### src/rtl/ifu_fetch_pkg.sv
// Shared types and constants for the instruction fetch unit.
// Constant names mirror the core-wide defines.
package ifu_fetch_pkg;

  localparam int HOLD_W = 3;
  typedef logic [HOLD_W-1:0] hold_flag_t;

  localparam hold_flag_t HOLD_IF = 3'b010;

  localparam logic [31:0] INST_NOP = 32'h0000_0001;
  localparam logic [31:0] ZERO_WORD = 32'h0;
  localparam logic JUMP_DISABLE = 1'b0;
  localparam logic [31:0] CPU_RESET_ADDR = 32'h0;

  localparam logic [6:0] INST_JAL = 7'b1101111;
  localparam logic [6:0] INST_TYPE_B = 7'b1100011;

  localparam int DISC_W = 8;

  typedef struct packed {
    logic [31:0] addr;
    logic [31:0] inst;
  } ifq_entry_t;

  function automatic logic [31:0] word_align(
    input logic [31:0] a
  );
    return a & 32'hFFFF_FFFC;
  endfunction

endpackage

### src/rtl/ifu_fetch_if.sv
// Instruction memory request/response bus.
// The master side is the fetch unit.
interface ifu_fetch_if;

  logic mem_req_o;
  logic [31:0] mem_addr_o;
  logic mem_gnt_i;
  logic mem_rvalid_i;
  logic [31:0] mem_rdata_i;

  modport master (
    output mem_req_o,
    output mem_addr_o,
    input mem_gnt_i,
    input mem_rvalid_i,
    input mem_rdata_i
  );

  modport slave (
    input mem_req_o,
    input mem_addr_o,
    output mem_gnt_i,
    output mem_rvalid_i,
    output mem_rdata_i
  );

endinterface

### src/rtl/ifu_bp_predecode.sv
// Static predictor: JAL and backward branches
// are taken; target is addr + immediate.
module ifu_bp_predecode
  import ifu_fetch_pkg::*;
(
  input logic [31:0] inst,
  input logic [31:0] addr,
  output logic taken,
  output logic [31:0] target
);

  logic [31:0] imm_j;
  logic [31:0] imm_b;
  logic is_jal;
  logic is_bwd;

  assign imm_j = {{11{inst[31]}}, inst[31],
                  inst[19:12], inst[20],
                  inst[30:21], 1'b0};
  assign imm_b = {{19{inst[31]}}, inst[31],
                  inst[7], inst[30:25],
                  inst[11:8], 1'b0};

  assign is_jal = inst[6:0] == INST_JAL;
  assign is_bwd = (inst[6:0] == INST_TYPE_B)
                  && inst[31];

  always_comb begin
    taken = 1'b0;
    target = addr + 32'd4;
    unique case (1'b1)
      is_jal: begin
        taken = 1'b1;
        target = addr + imm_j;
      end
      is_bwd: begin
        taken = 1'b1;
        target = addr + imm_b;
      end
      default: taken = 1'b0;
    endcase
  end

endmodule

### src/rtl/ifu_fetch.sv
// Fetch unit: PC, in-order fetch queue,
// flush/discard tracking and static redirect.
module ifu_fetch
  import ifu_fetch_pkg::*;
#(
  parameter logic [31:0] RESET_PC = CPU_RESET_ADDR,
  parameter int OUTSTANDING = 2
) (
  input logic clk,
  input logic rst,
  input logic jump_flag_i,
  input logic [31:0] jump_addr_i,
  input hold_flag_t hold_flag_i,
  ifu_fetch_if.master mem,
  output logic inst_valid_o,
  output logic [31:0] inst_o,
  output logic [31:0] inst_addr_o,
  output logic bp_result_o
);

  localparam int PW =
    (OUTSTANDING > 1) ? $clog2(OUTSTANDING) : 1;
  localparam int CW = $clog2(OUTSTANDING + 1);

  ifq_entry_t q [OUTSTANDING];
  logic [31:0] pc_q;
  logic [PW-1:0] head_q;
  logic [CW-1:0] cnt_q;
  logic [CW-1:0] fcnt_q;
  logic [DISC_W-1:0] disc_q;

  ifq_entry_t head;
  logic [CW-1:0] unret;
  logic [CW-1:0] u1;
  logic [DISC_W-1:0] d1;
  logic bp_taken;
  logic [31:0] bp_target;
  logic pop;
  logic redirect;
  logic req;
  logic gnt;
  logic drop;
  logic fill;
  logic [CW:0] tail_sum;
  logic [CW:0] fill_sum;
  logic [PW-1:0] tail_idx;
  logic [PW-1:0] fill_idx;
  logic [PW-1:0] head_next;

  assign head = q[head_q];
  assign unret = cnt_q - fcnt_q;
  assign inst_valid_o = !rst && (fcnt_q != '0);

  ifu_bp_predecode u_bp (
    .inst(head.inst),
    .addr(head.addr),
    .taken(bp_taken),
    .target(bp_target)
  );

  assign pop = inst_valid_o && !jump_flag_i
               && (hold_flag_i < HOLD_IF);
  assign redirect = pop && bp_taken;

  // A pop frees a slot for a same-cycle grant.
  assign req = !rst && !jump_flag_i
               && ((cnt_q < CW'(OUTSTANDING)) || pop);
  assign gnt = req && mem.mem_gnt_i;

  assign drop = mem.mem_rvalid_i && (disc_q != '0);
  assign fill = mem.mem_rvalid_i && (disc_q == '0)
                && (unret != '0);
  assign d1 = disc_q - DISC_W'(drop);
  assign u1 = unret - CW'(fill);

  assign tail_sum = (CW+1)'(head_q) + (CW+1)'(cnt_q);
  assign fill_sum = (CW+1)'(head_q) + (CW+1)'(fcnt_q);
  assign tail_idx = PW'(
    (tail_sum >= (CW+1)'(OUTSTANDING))
      ? tail_sum - (CW+1)'(OUTSTANDING) : tail_sum);
  assign fill_idx = PW'(
    (fill_sum >= (CW+1)'(OUTSTANDING))
      ? fill_sum - (CW+1)'(OUTSTANDING) : fill_sum);
  assign head_next =
    (head_q == PW'(OUTSTANDING - 1))
      ? '0 : head_q + 1'b1;

  assign mem.mem_req_o = req;
  assign mem.mem_addr_o = rst ? RESET_PC : pc_q;

  assign inst_o = inst_valid_o ? head.inst : INST_NOP;
  assign inst_addr_o =
    inst_valid_o ? head.addr : ZERO_WORD;
  assign bp_result_o =
    inst_valid_o ? bp_taken : JUMP_DISABLE;

  always_ff @(posedge clk) begin
    if (rst) begin
      pc_q <= RESET_PC;
      head_q <= '0;
      cnt_q <= '0;
      fcnt_q <= '0;
      disc_q <= '0;
    end else begin
      if (fill) q[fill_idx].inst <= mem.mem_rdata_i;
      if (gnt) q[tail_idx].addr <= pc_q;
      if (jump_flag_i) begin
        pc_q <= word_align(jump_addr_i);
        cnt_q <= '0;
        fcnt_q <= '0;
        disc_q <= d1 + DISC_W'(u1);
      end else if (redirect) begin
        // Same-cycle grant is younger and stale too.
        pc_q <= word_align(bp_target);
        cnt_q <= '0;
        fcnt_q <= '0;
        disc_q <= d1 + DISC_W'(u1) + DISC_W'(gnt);
      end else begin
        if (gnt) pc_q <= pc_q + 32'd4;
        cnt_q <= cnt_q - CW'(pop) + CW'(gnt);
        fcnt_q <= fcnt_q - CW'(pop) + CW'(fill);
        if (pop) head_q <= head_next;
        disc_q <= d1;
      end
    end
  end

endmodule

### src/flat_wrapper.sv
// flat-port wrapper written by rule: the top's interface ports become plain ports
module ifu_fetch_flat import ifu_fetch_pkg::*;
#(
  parameter logic [31:0] RESET_PC = CPU_RESET_ADDR,
  parameter int OUTSTANDING = 2
)
  (clk, rst, jump_flag_i, jump_addr_i, hold_flag_i, inst_valid_o, inst_o, inst_addr_o, bp_result_o, mem_mem_req_o, mem_mem_addr_o, mem_mem_gnt_i, mem_mem_rvalid_i, mem_mem_rdata_i);
  ifu_fetch_if mem_i ();
  input logic clk;
  input logic rst;
  input logic jump_flag_i;
  input logic [31:0] jump_addr_i;
  input hold_flag_t hold_flag_i;
  output logic inst_valid_o;
  output logic [31:0] inst_o;
  output logic [31:0] inst_addr_o;
  output logic bp_result_o;
  output wire logic [$bits(mem_i.mem_req_o)-1:0] mem_mem_req_o;
  output wire logic [$bits(mem_i.mem_addr_o)-1:0] mem_mem_addr_o;
  input wire logic [$bits(mem_i.mem_gnt_i)-1:0] mem_mem_gnt_i;
  input wire logic [$bits(mem_i.mem_rvalid_i)-1:0] mem_mem_rvalid_i;
  input wire logic [$bits(mem_i.mem_rdata_i)-1:0] mem_mem_rdata_i;
  assign mem_mem_req_o = mem_i.mem_req_o;
  assign mem_mem_addr_o = mem_i.mem_addr_o;
  assign mem_i.mem_gnt_i = mem_mem_gnt_i;
  assign mem_i.mem_rvalid_i = mem_mem_rvalid_i;
  assign mem_i.mem_rdata_i = mem_mem_rdata_i;
  ifu_fetch #(.RESET_PC(RESET_PC), .OUTSTANDING(OUTSTANDING)) u_core (.clk(clk), .rst(rst), .jump_flag_i(jump_flag_i), .jump_addr_i(jump_addr_i), .hold_flag_i(hold_flag_i), .mem(mem_i), .inst_valid_o(inst_valid_o), .inst_o(inst_o), .inst_addr_o(inst_addr_o), .bp_result_o(bp_result_o));
endmodule
### config.mk
export PLATFORM = sky130hd
export DESIGN_NAME = ifu_fetch_flat
export DESIGN_NICKNAME = d
export VERILOG_FILES = /design/src/rtl/ifu_fetch_pkg.sv /design/src/rtl/ifu_fetch_if.sv /design/src/rtl/ifu_bp_predecode.sv /design/src/rtl/ifu_fetch.sv /design/src/flat_wrapper.sv
export SDC_FILE = /design/constraint.sdc
export NUM_CORES = 1
export LEC_CHECK = 0
export BUFFER_PORTS_ARGS = -buffer_cell sky130_fd_sc_hd__buf_2
export CELL_PAD_IN_SITES_DETAIL_PLACEMENT = 1
export CELL_PAD_IN_SITES_GLOBAL_PLACEMENT = 1
export CORE_ASPECT_RATIO = 0.75
export CORE_MARGIN = 2
export CORE_UTILIZATION = 48
export CTS_CLUSTER_DIAMETER = 100
export DETAILED_ROUTE_END_ITERATION = 10
export PLACE_DENSITY_LB_ADDON = 0.1
export SLEW_MARGIN = 20
export SYNTH_ARGS = -nofsm -noshare
export SYNTH_HDL_FRONTEND = slang
export SYNTH_SLANG_ARGS = --single-unit
export TNS_END_PERCENT = 5
### constraint.sdc
create_clock -name clk -period 12.58 [get_ports clk]
set_input_delay 2.516 -clock clk [delete_from_list [all_inputs] [get_ports clk]]
set_output_delay 2.516 -clock clk [all_outputs]
set_load 0.01 [all_outputs]
==> summary.md <==
| Metric | Value |
|---|---|
| Fin nets | `roughly 1200` |
| Largest cells by area after synthesis | `edfxtp_1 (37%), dfxtp_1 (8.8%), nor2_1 (4.4%), mux2i_1 (4.1%), ha_1 (3.9%)` |
| Reg clk slew, reported paths | `roughly 80 ps` |
| Drt first pass iters | `5` |
| Initial detailed-routing violation count | `around 580` |
| Fin crit period | `between 7000 and 8000 ps` |
| Core Area | `0.0203 mm2` |
| Clk_skew | `approximately 15 ps` |
| Initial antenna violation count | `1` |
| Sequential area share after synthesis | `0.462` |
| Setup Viol. Count Final | `0` |
| Top Ports | `approximately 170` |
| Cts repair resizes | `0` |
| Worst min-delay path category | `register to register` |
| Port-buffer cells | `between 150 and 200` |
| GRT Util Overall | `0.282` |
| # rows | `45` |
| P_leak | `approximately 4.5 nW` |
| Worst-Margin Slew | `993 ps` |
| Largest net degree at the start of global routing | `65` |
| CTS tree | `done` |
| Crit end category | `output port` |
| Maximum clock insertion buffer count | `2` |
| Routed len/inst | `between 20 and 25 um` |
| Power, Total | `1.46 mW` |
| Warnings from Yosys | `0` |
| Cell Area, Synth | `approximately 0.01 mm2` |
| Die H | `roughly 130 um` |
| DRC | `0` |
| CTS sink count | `around 170` |
| CP required | `a little over 10000 ps` |
| Crit Path Max Fanout | `between 60 and 70` |
| Critical path class | `primary input to output port` |
| Via density | `approximately 6.0` |
| Post-synth ARST share | `0` |
| Post-synth EDFFs | `124` |
| Worst VDD drop | `~0.00012 V` |
| H-tree levels | `4` |
| Share of the synthesized area in the top cell type | `0.374` |
| Setup TNS | `0 ps` |
| Final Hold Viols | `0` |
| Initial Util | `0.491` |
| Vias | `around 8400` |
| R2R Setup Slk | `between 7000 and 8000 ps` |
| GRT overflow | `0` |
| CTS Buf Count | `17` |
| Post-synth top area cell | `edfxtp_1` |
| Arr. time, crit path | `4600 ps` |
| Worst setup SP type | `primary input` |
| Number of setup buffers added after CTS | `0` |
| Ys flop type | `edfxtp_1` |
| Synth cell types | `76` |
| Tcrit/Tclk final | `0.565` |
| Outcome | `completed` |
| Post-DP HPWL | `21.3 mm` |
| Most frequent cells after synthesis | `edfxtp_1 (124), nor2_1 (117), nand2_1 (61), a21oi_1 (49), dfxtp_1 (44)` |
| Slew HR | `0.335` |
| Mean post-synth cell area | `10.1 um2` |
| Clock Tree Root | `clkbuf_16` |
| Number of synthesized register bits | `~170` |
| Clk_lat worst skew | `between 400 and 500 ps` |
| Fmax | `between 100 and 150 MHz` |
| RD Place Congestion | `between 0.8 and 0.9` |
| RSZ-0062 raised after global routing | `false` |
| WL final | `30.5 mm` |
| Max-cap viol count | `0` |
| Die area | `between 0.02 and 0.025 mm2` |
| Final Slew Violations | `0` |
| Post-DRT Antenna Nets | `0` |
| DIE WIDTH | `approximately 170 um` |
| Post-Synthesis Cells | `985` |
| Hold buffer count at CTS | `0` |
| Fraction of layout cells with a size suffix above 1 | `0.229` |
| Global-route wire length before repair | `about 47 mm` |
| Area growth, synth to finish | `15.4%` |
| PwrDens | `127 mW/mm2` |
| Count leader, synth | `edfxtp_1` |
| Number of global-route vias before repair | `about 8500` |
==> cell usage in the layout, fill, tap and decap left out, drive strengths merged, types with 9 or more instances in the layout <==
cell type / n
xnor2: 39
and2: 28
nor4: 13
a21o: 11
nand2: 62
dfxtp: 44
clkbuf: 17
and3: 15
nor2: 117
nor3: 27
o21ai: 32
buf: 174
mux2: 30
nand4: 17
edfxtp: 124
o22ai: 9
ha: 31
a211oi: 30
nor2b: 35
nand3: 24
xor2: 29
inv: 27
a21oi: 50
mux2i: 41
==> flip-flops by register name, indices dropped and copies added, names as in the netlist, named ones only <==
signal,flops
u_core.pc_q,30
u_core.disc_q,8
u_core.head_q,1
u_core.fcnt_q,2
u_core.q,124
u_core.cnt_q,2
==> cells by family (layout without fill, tap and decap cells) <==
family / Yosys count / count (layout) / share of synthesized area
AND/OR/NAND/NOR: 370 / 370 / 0.187
flip-flops: 168 / 168 / 0.462
adder cells (fa/ha/maj): 34 / 34 / 0.0440
AO/OA/AOI/OAI: 198 / 198 / 0.136
XOR/XNOR: 68 / 68 / 0.0605
other: 1 / 5 / 0.000376
multiplexers: 71 / 71 / 0.0751
buffers and inverters: 75 / 222 / 0.0350
==> final timing paths <==
check | start | end | depth (start not counted)
worst min register to register | u_core.pc_q[31] | u_core.q[1][63] | 0
worst max-delay path | rst | inst_addr_o[3] | 7
worst min-delay path | u_core.pc_q[31] | u_core.q[1][63] | 0
worst max register to register | register | u_core.pc_q[24] | 16
==> routing by layer <==
metal | part of all wire | GRT usage | vias up
met5 | 0 | 0 | -
met3 | 0.056 | 0.0477 | 25
li1 | - | - | 3913
met4 | 0.012 | 0.0674 | 0
met1 | 0.46 | 0.401 | 4226
met2 | 0.47 | 0.454 | 267
==> layout make-up <==
type                       count  area (um2)
fill                        2270        8770
multi-input combinational    745        5050
sequential                   168        4610
timing repair buffer         174         898
clock buffer                  17         425
tap                          258         323
clock inverter                15         133
inverter                      16        60.1
antenna                        1        2.50
==> worst max-delay path, stage by stage <==
cell     delay [ps]
buf_2            70
buf_4           580
inv_1           460
o21ai_4         150
inv_1           340
and2_1          310
buf_2           140
==> stage by stage <==
stage / hold WS, ps / utilization / setup slack, ps / instances / area (um2)
after floorplan: 424 / - / 6420 / 988 / 9970
after global placement: 505 / 0.540 / 5490 / 1361 / 10900
after detailed placement: 510 / 0.540 / 5440 / 1361 / 10900
after CTS: 530 / 0.567 / 5430 / 1393 / 11500
after global routing: 545 / 0.567 / 5300 / 1394 / 11500
final: 540 / 0.567 / 5470 / 1394 / 11500
==> report_power, final <==
part,switching [mW],internal [mW]
Sequential,0.0304,0.619
Combinational,0.175,0.121
Clock,0.254,0.262
Total,0.460,1.00
Note: power is estimated with default switching activity, not from simulation.
